`src/rtl/stage4_pkg.sv`:
```
// rtl/stage4_pkg.sv - shared state encoding, opcodes and write-back types for the memory-access stage
package stage4_pkg;

  localparam logic [2:0] S_IDLE   = 3'd0;
  localparam logic [2:0] S_WAIT   = 3'd1;
  localparam logic [2:0] S_DUMP   = 3'd2;
  localparam logic [2:0] S_HALTED = 3'd3;
  localparam logic [2:0] S_ERR    = 3'd4;

  typedef enum logic [2:0] {
    ST_IDLE   = S_IDLE,
    ST_WAIT   = S_WAIT,
    ST_DUMP   = S_DUMP,
    ST_HALTED = S_HALTED,
    ST_ERR    = S_ERR
  } state_t;

  localparam logic [4:0] OPC_HALT = 5'b00000;
  localparam logic [4:0] OPC_NOP  = 5'b00001;

  localparam int DEFAULT_TIMEOUT = 64;

  typedef struct packed {
    logic reg_write;
    logic jump_br;
    logic valid;
  } wb_ctrl_t;

endpackage

```
`src/rtl/wb_pipe_reg.sv`:
```
// rtl/wb_pipe_reg.sv - MEM/WB pipeline register; a bubble clears controls and holds data fields
module wb_pipe_reg
  import stage4_pkg::*;
(
  input  logic        clk,
  input  logic        rst,
  input  logic        load,
  input  logic [15:0] write_data_d,
  input  logic [15:0] pc_plus2_d,
  input  logic [15:0] instruction_d,
  input  logic [2:0]  write_reg_d,
  input  wb_ctrl_t    ctrl_d,
  output logic [15:0] write_data_q,
  output logic [15:0] pc_plus2_q,
  output logic [15:0] instruction_q,
  output logic [2:0]  write_reg_q,
  output wb_ctrl_t    ctrl_q
);

  always_ff @(posedge clk or posedge rst) begin
    if (rst) begin
      write_data_q  <= '0;
      pc_plus2_q    <= '0;
      instruction_q <= '0;
      write_reg_q   <= '0;
      ctrl_q        <= '0;
    end else if (load) begin
      write_data_q  <= write_data_d;
      pc_plus2_q    <= pc_plus2_d;
      instruction_q <= instruction_d;
      write_reg_q   <= write_reg_d;
      ctrl_q        <= ctrl_d;
    end else begin
      // Bubble: data fields keep feeding forwarding, but nothing writes back.
      ctrl_q <= '0;
    end
  end

endmodule

```
`src/rtl/stage4_mem_ctrl.sv`:
```
// rtl/stage4_mem_ctrl.sv - memory-access stage: issues multi-cycle data memory requests and owns MEM/WB
module stage4_mem_ctrl
  import stage4_pkg::*;
#(
  parameter int TIMEOUT = DEFAULT_TIMEOUT,
  parameter int CNT_W   = 7
) (
  input  logic        clk,
  input  logic        rst,
  input  logic [15:0] ALUout,
  input  logic [15:0] writeData,
  input  logic [15:0] pcPlus2,
  input  logic [15:0] instruction,
  input  logic [2:0]  writeReg,
  input  logic        RegWrite,
  input  logic        DMemWrite,
  input  logic        DMemEn,
  input  logic        MemToReg,
  input  logic        DMemDump,
  input  logic        Jump_Br,
  input  logic        nop,
  input  logic [15:0] mem_data_out,
  input  logic        mem_done,
  input  logic        mem_err,
  output logic [15:0] mem_addr,
  output logic [15:0] mem_data_in,
  output logic        mem_rd,
  output logic        mem_wr,
  output logic        mem_dump,
  output logic        stall,
  output logic        err,
  output logic        halt,
  output logic [15:0] writeData_s5,
  output logic [15:0] pcPlus2_s5,
  output logic [15:0] instruction_s5,
  output logic [2:0]  writeReg_s5,
  output logic        RegWrite_s5,
  output logic        Jump_Br_s5,
  output logic        valid_s5
);

  state_t           state_q, state_d;
  logic [CNT_W-1:0] cnt_q, cnt_d;

  logic        valid_in, mem_op, dump_op;
  logic        req_load;
  logic [15:0] req_addr, req_data, req_pc, req_instr;
  logic [2:0]  req_wreg;
  logic        req_wr, req_regwrite, req_memtoreg, req_jump;

  logic        wb_load;
  logic [15:0] wb_data, wb_pc, wb_instr;
  logic [2:0]  wb_reg;
  logic        wb_regwrite, wb_jump;
  wb_ctrl_t    wb_ctrl_d, wb_ctrl_q;

  assign valid_in = ~nop;
  assign mem_op   = valid_in & DMemEn;
  assign dump_op  = valid_in & DMemDump;

  always_ff @(posedge clk or posedge rst) begin
    if (rst) begin
      state_q <= ST_IDLE;
      cnt_q   <= '0;
    end else begin
      state_q <= state_d;
      cnt_q   <= cnt_d;
    end
  end

  // Request register: upstream is frozen during WAIT, but the strobes and capture use this copy.
  always_ff @(posedge clk or posedge rst) begin
    if (rst) begin
      req_addr     <= '0;
      req_data     <= '0;
      req_pc       <= '0;
      req_instr    <= '0;
      req_wreg     <= '0;
      req_wr       <= 1'b0;
      req_regwrite <= 1'b0;
      req_memtoreg <= 1'b0;
      req_jump     <= 1'b0;
    end else if (req_load) begin
      req_addr     <= ALUout;
      req_data     <= writeData;
      req_pc       <= pcPlus2;
      req_instr    <= instruction;
      req_wreg     <= writeReg;
      req_wr       <= DMemWrite;
      req_regwrite <= RegWrite;
      req_memtoreg <= MemToReg;
      req_jump     <= Jump_Br;
    end
  end

  always_comb begin
    state_d     = state_q;
    cnt_d       = cnt_q;
    req_load    = 1'b0;
    mem_addr    = '0;
    mem_data_in = '0;
    mem_rd      = 1'b0;
    mem_wr      = 1'b0;
    mem_dump    = 1'b0;
    stall       = 1'b0;
    wb_load     = 1'b0;
    wb_data     = ALUout;
    wb_pc       = pcPlus2;
    wb_instr    = instruction;
    wb_reg      = writeReg;
    wb_regwrite = RegWrite;
    wb_jump     = Jump_Br;
    // Gating on rst drops the strobes the instant reset is asserted, even mid-request.
    if (!rst) begin
      case (state_q)
        ST_IDLE: begin
          cnt_d = '0;
          if (mem_op && ALUout[0]) begin
            stall   = 1'b1;
            state_d = ST_ERR;
          end else if (mem_op) begin
            mem_addr    = ALUout;
            mem_data_in = writeData;
            mem_rd      = ~DMemWrite;
            mem_wr      = DMemWrite;
            req_load    = 1'b1;
            if (mem_err) begin
              stall   = 1'b1;
              state_d = ST_ERR;
            end else if (mem_done) begin
              wb_load = 1'b1;
              wb_data = MemToReg ? mem_data_out : ALUout;
            end else begin
              stall   = 1'b1;
              state_d = ST_WAIT;
            end
          end else if (dump_op) begin
            mem_dump = 1'b1;
            stall    = 1'b1;
            state_d  = ST_DUMP;
          end else begin
            wb_load = valid_in;
          end
        end
        ST_WAIT: begin
          mem_addr    = req_addr;
          mem_data_in = req_data;
          mem_rd      = ~req_wr;
          mem_wr      = req_wr;
          wb_pc       = req_pc;
          wb_instr    = req_instr;
          wb_reg      = req_wreg;
          wb_regwrite = req_regwrite;
          wb_jump     = req_jump;
          cnt_d       = cnt_q + 1'b1;
          if (mem_err) begin
            stall   = 1'b1;
            state_d = ST_ERR;
          end else if (mem_done) begin
            wb_load = 1'b1;
            wb_data = req_memtoreg ? mem_data_out : req_addr;
            state_d = ST_IDLE;
          end else begin
            stall = 1'b1;
            // The issue cycle counts too, so the strobe is held exactly TIMEOUT cycles.
            if (cnt_q == CNT_W'(TIMEOUT - 2)) state_d = ST_ERR;
          end
        end
        ST_DUMP: begin
          mem_dump = 1'b1;
          stall    = 1'b1;
          if (mem_err)       state_d = ST_ERR;
          else if (mem_done) state_d = ST_HALTED;
        end
        ST_HALTED: stall = 1'b1;
        ST_ERR:    stall = 1'b1;
        default:   state_d = ST_ERR;
      endcase
    end
  end

  assign wb_ctrl_d = '{reg_write: wb_regwrite, jump_br: wb_jump, valid: 1'b1};

  wb_pipe_reg u_wb_pipe_reg (
    .clk           (clk),
    .rst           (rst),
    .load          (wb_load),
    .write_data_d  (wb_data),
    .pc_plus2_d    (wb_pc),
    .instruction_d (wb_instr),
    .write_reg_d   (wb_reg),
    .ctrl_d        (wb_ctrl_d),
    .write_data_q  (writeData_s5),
    .pc_plus2_q    (pcPlus2_s5),
    .instruction_q (instruction_s5),
    .write_reg_q   (writeReg_s5),
    .ctrl_q        (wb_ctrl_q)
  );

  assign RegWrite_s5 = wb_ctrl_q.reg_write;
  assign Jump_Br_s5  = wb_ctrl_q.jump_br;
  assign valid_s5    = wb_ctrl_q.valid;

  assign err  = (state_q == ST_ERR);
  assign halt = (state_q == ST_HALTED);

endmodule
```
`config.mk`:
```
export PLATFORM = sky130hd
export DESIGN_NAME = stage4_mem_ctrl
export DESIGN_NICKNAME = d
export VERILOG_FILES = /design/src/rtl/stage4_pkg.sv /design/src/rtl/wb_pipe_reg.sv /design/src/rtl/stage4_mem_ctrl.sv
export SDC_FILE = /design/constraint.sdc
export NUM_CORES = 1
export LEC_CHECK = 0
export BUFFER_PORTS_ARGS = -buffer_cell sky130_fd_sc_hd__buf_4
export CAP_MARGIN = 20
export CORE_MARGIN = 5
export CORE_UTILIZATION = 30
export CTS_CLUSTER_DIAMETER = 150
export DETAILED_ROUTE_END_ITERATION = 12
export SYNTH_ARGS = -nofsm -noshare
export SYNTH_HDL_FRONTEND = slang
export SYNTH_HIERARCHICAL = 1
export SYNTH_SLANG_ARGS = --single-unit
```
`constraint.sdc`:
```
create_clock -name clk -period 2.5 [get_ports clk]
set_clock_uncertainty 0.05 [all_clocks]
set_input_delay 0.5 -clock clk [delete_from_list [all_inputs] [get_ports clk]]
set_output_delay 0.5 -clock clk [all_outputs]
set_load 0.02 [all_outputs]
```
==> impl_metrics.xml, run 1 <==
<?xml version="1.0" encoding="UTF-8"?>
<metrics>
  <group name="pwr">
    <metric name="power_leakage" unit="nW">4.33</metric>
    <metric name="power_density" unit="nW/um^2">1020</metric>
    <metric name="vdd.ir_drop.worst" unit="V">0.000563</metric>
  </group>
  <group name="synth">
    <metric name="synth_top_area_cell" unit="">dfrtp_1</metric>
    <metric name="edff_count_synth" unit="">0</metric>
    <metric name="synthMostInstantiatedCell" unit="">dfrtp_1</metric>
    <metric name="ys.flop_type" unit="">dfrtp_1</metric>
    <metric name="yosys_register_bits" unit="">135</metric>
    <metric name="synthesis.area" unit="um^2">6810</metric>
    <metric name="seq_area_frac_synth" unit="">0.496</metric>
    <metric name="synth_common_cells" unit="">135 x dfrtp_1, 70 x mux2_1, 47 x mux2_4, 44 x nor2_1, 42 x mux2_2</metric>
    <metric name="syn_area_per_cell" unit="um^2">13.0</metric>
    <metric name="synth_fp_nets" unit="">620</metric>
    <metric name="postSynth.asyncResetShare" unit="">1.00</metric>
    <metric name="synthesis.instances" unit="">524</metric>
    <metric name="post-synth-top-area-fraction" unit="">0.496</metric>
    <metric name="post_synth_num_cell_types" unit="">52</metric>
    <metric name="post_synth_main_area_contributors" unit="">dfrtp_1 50%, mux2_1 12%, mux2_4 10%, mux2_2 6.9%, a22oi_1 3.6%</metric>
    <metric name="synth.yosys.warnings" unit="">6</metric>
  </group>
  <group name="cts">
    <metric name="clk_path_buf_depth" unit="">2</metric>
    <metric name="tritoncts" unit="">yes</metric>
    <metric name="clkSinkCount" unit="">135</metric>
    <metric name="worst_setup_hold_path_clk_slew" unit="ns">0.06</metric>
    <metric name="root_buffer" unit="">clkbuf_16</metric>
    <metric name="htree_num_levels" unit="">4</metric>
    <metric name="holdBufCountCts" unit="">0</metric>
    <metric name="clock_insertion_delay_at_the_later_pin_of_the_skew_report" unit="ns">0.41</metric>
    <metric name="numCtsBuffers" unit="">17</metric>
  </group>
  <group name="global_routing">
    <metric name="antenna_found_initial" unit="">0</metric>
    <metric name="maximum_number_of_pins_on_one_net_before_global_route_repair" unit="">82</metric>
    <metric name="global_route.usage.total" unit="">0.144</metric>
    <metric name="global_route_wire_length_before_repair" unit="um">29800</metric>
    <metric name="grt_pass1_vias" unit="">5498</metric>
    <metric name="grt.overflow.total" unit="">0</metric>
  </group>
  <group name="drt">
    <metric name="drt_first_pass_iters" unit="">4</metric>
    <metric name="route.detailed.wl_per_inst" unit="um">18.2</metric>
    <metric name="routed_wire_length" unit="um">18700</metric>
    <metric name="drt_drc_violations_left" unit="">0</metric>
    <metric name="vias" unit="">4992</metric>
    <metric name="route.detailed.vias_per_inst" unit="">4.86</metric>
    <metric name="drt-initial-drc-count" unit="">281</metric>
    <metric name="number_of_nets_with_antenna_violations_after_routing" unit="">0</metric>
  </group>
  <group name="critical_path">
    <metric name="critPathArrivalTime" unit="ns">1.96</metric>
    <metric name="worst-setup-path-type" unit="">flip-flop to primary output</metric>
    <metric name="timing.critical_path.required" unit="ns">1.95</metric>
    <metric name="start_kind" unit="">flip-flop</metric>
    <metric name="critical_path.max_fanout" unit="">8</metric>
    <metric name="crit_path_end_kind" unit="">primary output</metric>
  </group>
  <group name="floorplanning">
    <metric name="start_util" unit="">0.303</metric>
    <metric name="die_width" unit="um">161</metric>
    <metric name="die_y" unit="um">161</metric>
    <metric name="core" unit="um^2">22500</metric>
    <metric name="placement_rows" unit="">55</metric>
    <metric name="die-area" unit="um^2">25800</metric>
    <metric name="io_pins" unit="">186</metric>
  </group>
  <group name="timing">
    <metric name="postLayoutSetupSlackWorst" unit="ns">-0.00996</metric>
    <metric name="finalHoldViolations" unit="">0</metric>
    <metric name="finalCriticalPeriod" unit="ns">2.51</metric>
    <metric name="holdWs" unit="ns">0.172</metric>
    <metric name="timing.slew.headroom" unit="">0.443</metric>
    <metric name="timing.final.crit_share" unit="">1.00</metric>
    <metric name="unrepaired_setup_endpoints_after_global_routing" unit="">true</metric>
    <metric name="max_freq" unit="MHz">398</metric>
    <metric name="tightestPinTransition" unit="ns">0.836</metric>
    <metric name="setup-violations-final" unit="">1</metric>
    <metric name="timing_max_transition_violations_final" unit="">0</metric>
  </group>
  <group name="placed_design">
    <metric name="gp_congestion" unit="">0.805</metric>
    <metric name="placed_cells" unit="">987</metric>
    <metric name="place_ws" unit="ns">0.0160</metric>
    <metric name="hpwl" unit="um">12300</metric>
    <metric name="place.port_buffers" unit="">185</metric>
  </group>
  <group name="finish">
    <metric name="final_antenna_diode_count" unit="">0</metric>
    <metric name="drive_above_1_share" unit="">0.481</metric>
    <metric name="flow.area_growth_from_synthesis" unit="%">37.8</metric>
    <metric name="stdcell_count" unit="">1027</metric>
    <metric name="final_util" unit="">0.417</metric>
    <metric name="nNetsFinal" unit="">825</metric>
  </group>
  <group name="worst_hold_path">
    <metric name="class_of_the_tightest_hold_or_removal_check" unit="">input port to async pin</metric>
  </group>
  <group name="outcome">
    <metric name="violations_in_the_final_reports" unit="">setup timing</metric>
    <metric name="status" unit="">finished, violations left</metric>
  </group>
  <group name="job">
    <metric name="max_cap_viol_count" unit="">0</metric>
  </group>
</metrics>
sequential cells by signal, summed over array words and instances, names as in the netlist:
name and count:
req_instr 16, u_wb_pipe_reg/pc_plus2_q 16, req_memtoreg 1, req_addr 16
req_wr 1, req_pc 16, cnt_q 7, u_wb_pipe_reg/instruction_q 16
u_wb_pipe_reg/ctrl_q 3, u_wb_pipe_reg/write_data_q 16, u_wb_pipe_reg/write_reg_q 3, req_wreg 3
req_jump 1, state_q 3, req_regwrite 1, req_data 16
cell usage in the layout (no fill, tap or decap), drive strengths merged, types with 4 or more instances in the layout:
cell type	synthesis	routed
a21oi	10	10
inv	8	10
or3	4	4
nand2	12	12
a221o	15	15
mux2	159	159
dfrtp	135	135
and2	21	21
buf	27	218
o21ai	6	6
a22oi	33	33
bufinv	0	4
nor2	45	45
clkinvlp	0	4
nor3	6	6
nor4	4	4
a21o	4	4
clkbuf	7	19
nand2b	4	4
clkinv	0	5
critical path, stage by stage (launching register included):
cell and delay [ns]:
dfrtp_1 0.43, buf_6 0.15, nor4_4 0.26, buf_6 0.18, clkbuf_16 0.16, a22oi_1 0.07, nor2_1 0.13, buf_4 0.16
cell families after synthesis:
| group | synth area share |
|---|---|
| adder cells (fa/ha/maj) | 0.00367 |
| AND/OR/NAND/NOR | 0.0808 |
| XOR/XNOR | 0.00129 |
| multiplexers | 0.290 |
| other | 0.000550 |
| buffers and inverters | 0.0391 |
| flip-flops | 0.496 |
| AO/OA/AOI/OAI | 0.0885 |
what timing repair did:
action | 4_1_cts | 5_1_grt
endpoints found under the setup margin | 33 | 34
gates cloned | 1 | 2
gates resized for setup | 5 | 3
pin swaps | 1 | 5
buffers inserted | 2 | 3
worst paths after layout:
check | end | startpoint | slack [ns] | depth (start not counted)
worst max-delay path | mem_addr[3] | state_q[2] | -0.01 | 7
worst min-delay path | u_wb_pipe_reg/pc_plus2_q[11] | rst | 0.17 | 3
worst max register to register | u_wb_pipe_reg/write_data_q[3] | state_q[2] | 0.25 | 6
worst min register to register | req_pc[8] | req_pc[8] | 0.44 | 1
max in group asynchronous | req_instr[14] | rst | 1.80 | 3
min in group clk | req_pc[11] | pcPlus2[11] | 0.25 | 2
per-stage QoR:
| step | setup TNS, ns | area [um^2] | power [mW] |
|---|---|---|---|
| 2_1_floorplan | 0 | 6820 | 5.61 |
| 3_3_place_gp | 0 | 8620 | 6.81 |
| 3_5_place_dp | 0 | 8620 | 6.90 |
| 4_1_cts | -0.450 | 9310 | 9.69 |
| 5_1_grt | -2.88 | 9390 | 10.1 |
| 6_report | -0.00996 | 9390 | 9.60 |
area by class of cell:
class / instances / area (um^2)
clock buffer: 17 / 425
clock inverter: 15 / 201
fill: 2155 / 13100
inverter: 8 / 33.8
multi-input combinational: 347 / 3200
sequential: 135 / 3380
tap: 285 / 357
timing repair buffer: 220 / 1800
report_power, final:
part	total (mW)	switching, mW	internal, mW
Sequential	3.83	0.629	3.20
Clock	2.71	1.03	1.68
Combinational	3.07	1.38	1.70
per-layer routing:
metal / share of wire / global-route usage / wire length [um]
met4: 0.015 / 0.0477 / 274
met3: 0.060 / 0.0439 / 1110
met5: 0 / 0 / 0
met1: 0.44 / 0.177 / 8270
met2: 0.48 / 0.243 / 9020
(Power assumes the default switching activity.)
==> run 2, diff against run 1 <==
--- a/config.mk
+++ b/config.mk
@@ -13,2 +13,3 @@
 export DETAILED_ROUTE_END_ITERATION = 12
+export RECOVER_POWER = 100
 export SYNTH_ARGS = -nofsm -noshare
==> constraint.sdc (replaced) <==
create_clock -name clk -period 2.5 [get_ports clk]
set_clock_uncertainty 0.05 [all_clocks]
set_input_delay 0.125 -clock clk [delete_from_list [all_inputs] [get_ports clk]]
set_output_delay 0.125 -clock clk [all_outputs]
set_load 0.02 [all_outputs]
==> run 2 against run 1 <==
- largest power group unchanged
- via count grew 4.8%
- sequential power is essentially flat
- core utilization grew 1.2 points
- die area is the same
- global-route usage grew 0.12 points
- combinational power shrank 15%
- critical path depth grew 1
- final cell count grew 6.7%
- fmax grew 4.2%
- the run now ends clean
- routed wire length grew 2.0%
- first-iteration DRC count grew 2.8%
- clock power shrank 11%
- critical endpoint is now u_wb_pipe_reg/write_data_q[12]
==> impl_metrics.xml, run 2 (synthesis results as in run 1) <==
<?xml version="1.0" encoding="UTF-8"?>
<metrics>
  <group name="outcome">
    <metric name="status" unit="">finished clean</metric>
  </group>
  <group name="critical_path">
    <metric name="start_kind" unit="">input port</metric>
    <metric name="critPathMostFrequentCell" unit="">clkbuf_1</metric>
    <metric name="critical-path-top-delay-family" unit="">buffers and inverters</metric>
    <metric name="critPathArrivalTime" unit="ns">2.66</metric>
    <metric name="crit_chain" unit="">dlygate4sd3_1 &gt; clkbuf_1 &gt; nor4bb_1 &gt; nor2_1 &gt; o41ai_2 &gt; clkbuf_1 &gt; buf_12 &gt; mux2_4</metric>
    <metric name="cp_num_buf_inv" unit="">4</metric>
    <metric name="slowest_delay" unit="ns">0.53</metric>
    <metric name="timing.critical_path.required" unit="ns">2.75</metric>
    <metric name="timing.critical_path.slowest_stage_cell" unit="">dlygate4sd3_1</metric>
    <metric name="crit_path_end_kind" unit="">flip-flop</metric>
    <metric name="worst-setup-path-type" unit="">input port to flip-flop</metric>
    <metric name="critical_path.max_fanout" unit="">12</metric>
  </group>
  <group name="pwr">
    <metric name="power_leakage" unit="nW">4.30</metric>
    <metric name="vdd.ir_drop.worst" unit="V">0.000493</metric>
    <metric name="power_density" unit="nW/um^2">914</metric>
    <metric name="totalPowerFinal" unit="mW">8.84</metric>
  </group>
  <group name="timing">
    <metric name="timing.final.crit_share" unit="">0.963</metric>
    <metric name="tightestPinTransition" unit="ns">1.27</metric>
    <metric name="finalCriticalPeriod" unit="ns">2.41</metric>
    <metric name="timing.slew.headroom" unit="">0.155</metric>
    <metric name="setup-violations-final" unit="">0</metric>
    <metric name="finalHoldViolations" unit="">0</metric>
    <metric name="timing_max_transition_violations_final" unit="">0</metric>
    <metric name="max_freq" unit="MHz">415</metric>
    <metric name="tns" unit="ns">0</metric>
  </group>
  <group name="drt">
    <metric name="number_of_nets_with_antenna_violations_after_routing" unit="">0</metric>
    <metric name="drt-initial-drc-count" unit="">289</metric>
    <metric name="drt_drc_violations_left" unit="">0</metric>
    <metric name="routed_wire_length" unit="um">19100</metric>
    <metric name="drt_first_pass_iters" unit="">4</metric>
    <metric name="vias" unit="">5233</metric>
    <metric name="route.detailed.vias_per_inst" unit="">4.77</metric>
    <metric name="route.detailed.wl_per_inst" unit="um">17.4</metric>
  </group>
  <group name="floorplanning">
    <metric name="die_width" unit="um">161</metric>
    <metric name="placement_rows" unit="">55</metric>
    <metric name="core" unit="um^2">22500</metric>
    <metric name="die-area" unit="um^2">25800</metric>
    <metric name="die_y" unit="um">161</metric>
    <metric name="io_pins" unit="">186</metric>
    <metric name="start_util" unit="">0.303</metric>
  </group>
  <group name="placed_design">
    <metric name="gp_congestion" unit="">0.793</metric>
    <metric name="hpwl" unit="um">12200</metric>
    <metric name="post_dp_cell_area" unit="um^2">8600</metric>
    <metric name="placed_cells" unit="">981</metric>
    <metric name="place.port_buffers" unit="">185</metric>
  </group>
  <group name="finish">
    <metric name="layout_commonest_cell" unit="">buf_4</metric>
    <metric name="final_antenna_diode_count" unit="">0</metric>
    <metric name="nNetsFinal" unit="">896</metric>
    <metric name="postLayoutCellArea" unit="um^2">9670</metric>
    <metric name="drive_above_1_share" unit="">0.319</metric>
    <metric name="n_fill_cell" unit="">2130</metric>
    <metric name="flow.area_growth_from_synthesis" unit="%">41.9</metric>
    <metric name="layout_common_cells" unit="">139 x buf_4, 134 x dfrtp_1, 94 x mux2_1, 76 x dlygate4sd3_1, 61 x clkbuf_1</metric>
    <metric name="stdcell_count" unit="">1096</metric>
  </group>
  <group name="cts">
    <metric name="clkSinkCount" unit="">135</metric>
    <metric name="root_buffer" unit="">clkbuf_16</metric>
    <metric name="htree_num_levels" unit="">4</metric>
    <metric name="clk_path_buf_depth" unit="">2</metric>
    <metric name="clock_insertion_delay_at_the_later_pin_of_the_skew_report" unit="ns">0.41</metric>
    <metric name="worst_setup_hold_path_clk_slew" unit="ns">0.06</metric>
    <metric name="numCtsBuffers" unit="">17</metric>
    <metric name="tritoncts" unit="">yes</metric>
  </group>
  <group name="worst_hold_path">
    <metric name="class_of_the_tightest_hold_or_removal_check" unit="">input port to flip-flop</metric>
  </group>
  <group name="global_routing">
    <metric name="global_route_wire_length_before_repair" unit="um">30300</metric>
    <metric name="met3_usage" unit="">0.0375</metric>
    <metric name="global_route.peak_usage_layer" unit="">met2</metric>
    <metric name="grt_pass1_vias" unit="">5592</metric>
    <metric name="global_route.usage.total" unit="">0.146</metric>
    <metric name="antenna_found_initial" unit="">0</metric>
    <metric name="maximum_number_of_pins_on_one_net_before_global_route_repair" unit="">51</metric>
    <metric name="grt.overflow.total" unit="">0</metric>
    <metric name="use_met1" unit="">0.178</metric>
    <metric name="groute.layer.met2.usage" unit="">0.253</metric>
  </group>
  <group name="job">
    <metric name="max_cap_viol_count" unit="">0</metric>
  </group>
</metrics>
==> run 2: layer usage <==
layer | routed length, um | share of wire | vias to the layer above
li1 | - | - | 2466
met1 | 8120 | 0.43 | 2592
met2 | 9630 | 0.51 | 149
met3 | 1010 | 0.053 | 26
met4 | 305 | 0.016 | 0
met5 | 0 | 0 | -
==> run 2: path summary, 6_finish.rpt <==
path	start	endpoint	slack [ns]	cells after the start
worst min-delay path	mem_data_out[5]	u_wb_pipe_reg/write_data_q[5]	0.02	3
max in group asynchronous	rst	u_wb_pipe_reg/write_data_q[1]	0.55	4
worst min register to register	req_instr[3]	req_instr[3]	0.43	1
min in group asynchronous	rst	req_pc[13]	0.41	3
worst max-delay path	mem_err	u_wb_pipe_reg/write_data_q[12]	0.09	8
worst max register to register	state_q[2]	u_wb_pipe_reg/write_data_q[12]	0.16	8
==> run 2: final cells by class <==
class                   count  area [um^2]  area share
inverters                   8         31.3     0.00323
well taps                 285          357      0.0369
clock inverters            13          134      0.0138
multi-input cells         347         3070       0.318
flip-flops and latches    135         3380       0.349
repair buffers            291         2270       0.235
clock buffers              17          425      0.0440
==> run 2: worst register-to-register path, stage by stage (launching register included) <==
cell and delay, ns:
dfrtp_1 0.37, buf_4 0.18, nand2b_1 0.21, nor3_2 0.29, nand2_1 0.19, o41ai_2 0.14, clkbuf_1 0.29, buf_12 0.20
mux2_4 0.31
==> run 2: repair_timing <==
action,4_1_cts,5_1_grt
setup endpoints to repair,0,20
buffers inserted,0,7
hold endpoints to repair,118,0
gates resized for setup,0,5
hold buffers,76,0
==> run 2: power by group <==
part	internal [mW]	switching (mW)	total, mW
logic	1.24	1.37	2.61
clock network	1.45	0.973	2.42
registers	3.20	0.601	3.80
==> run 2: stage by stage <==
step           setup WS, ns   util  hold WS (ns)
2_1_floorplan         0.245      -         0.207
3_3_place_gp          0.225  0.382         0.141
3_5_place_dp          0.232  0.382         0.138
4_1_cts              0.0270  0.441      0.000953
5_1_grt             -0.0129  0.430        0.0146
6_report             0.0919  0.430        0.0235
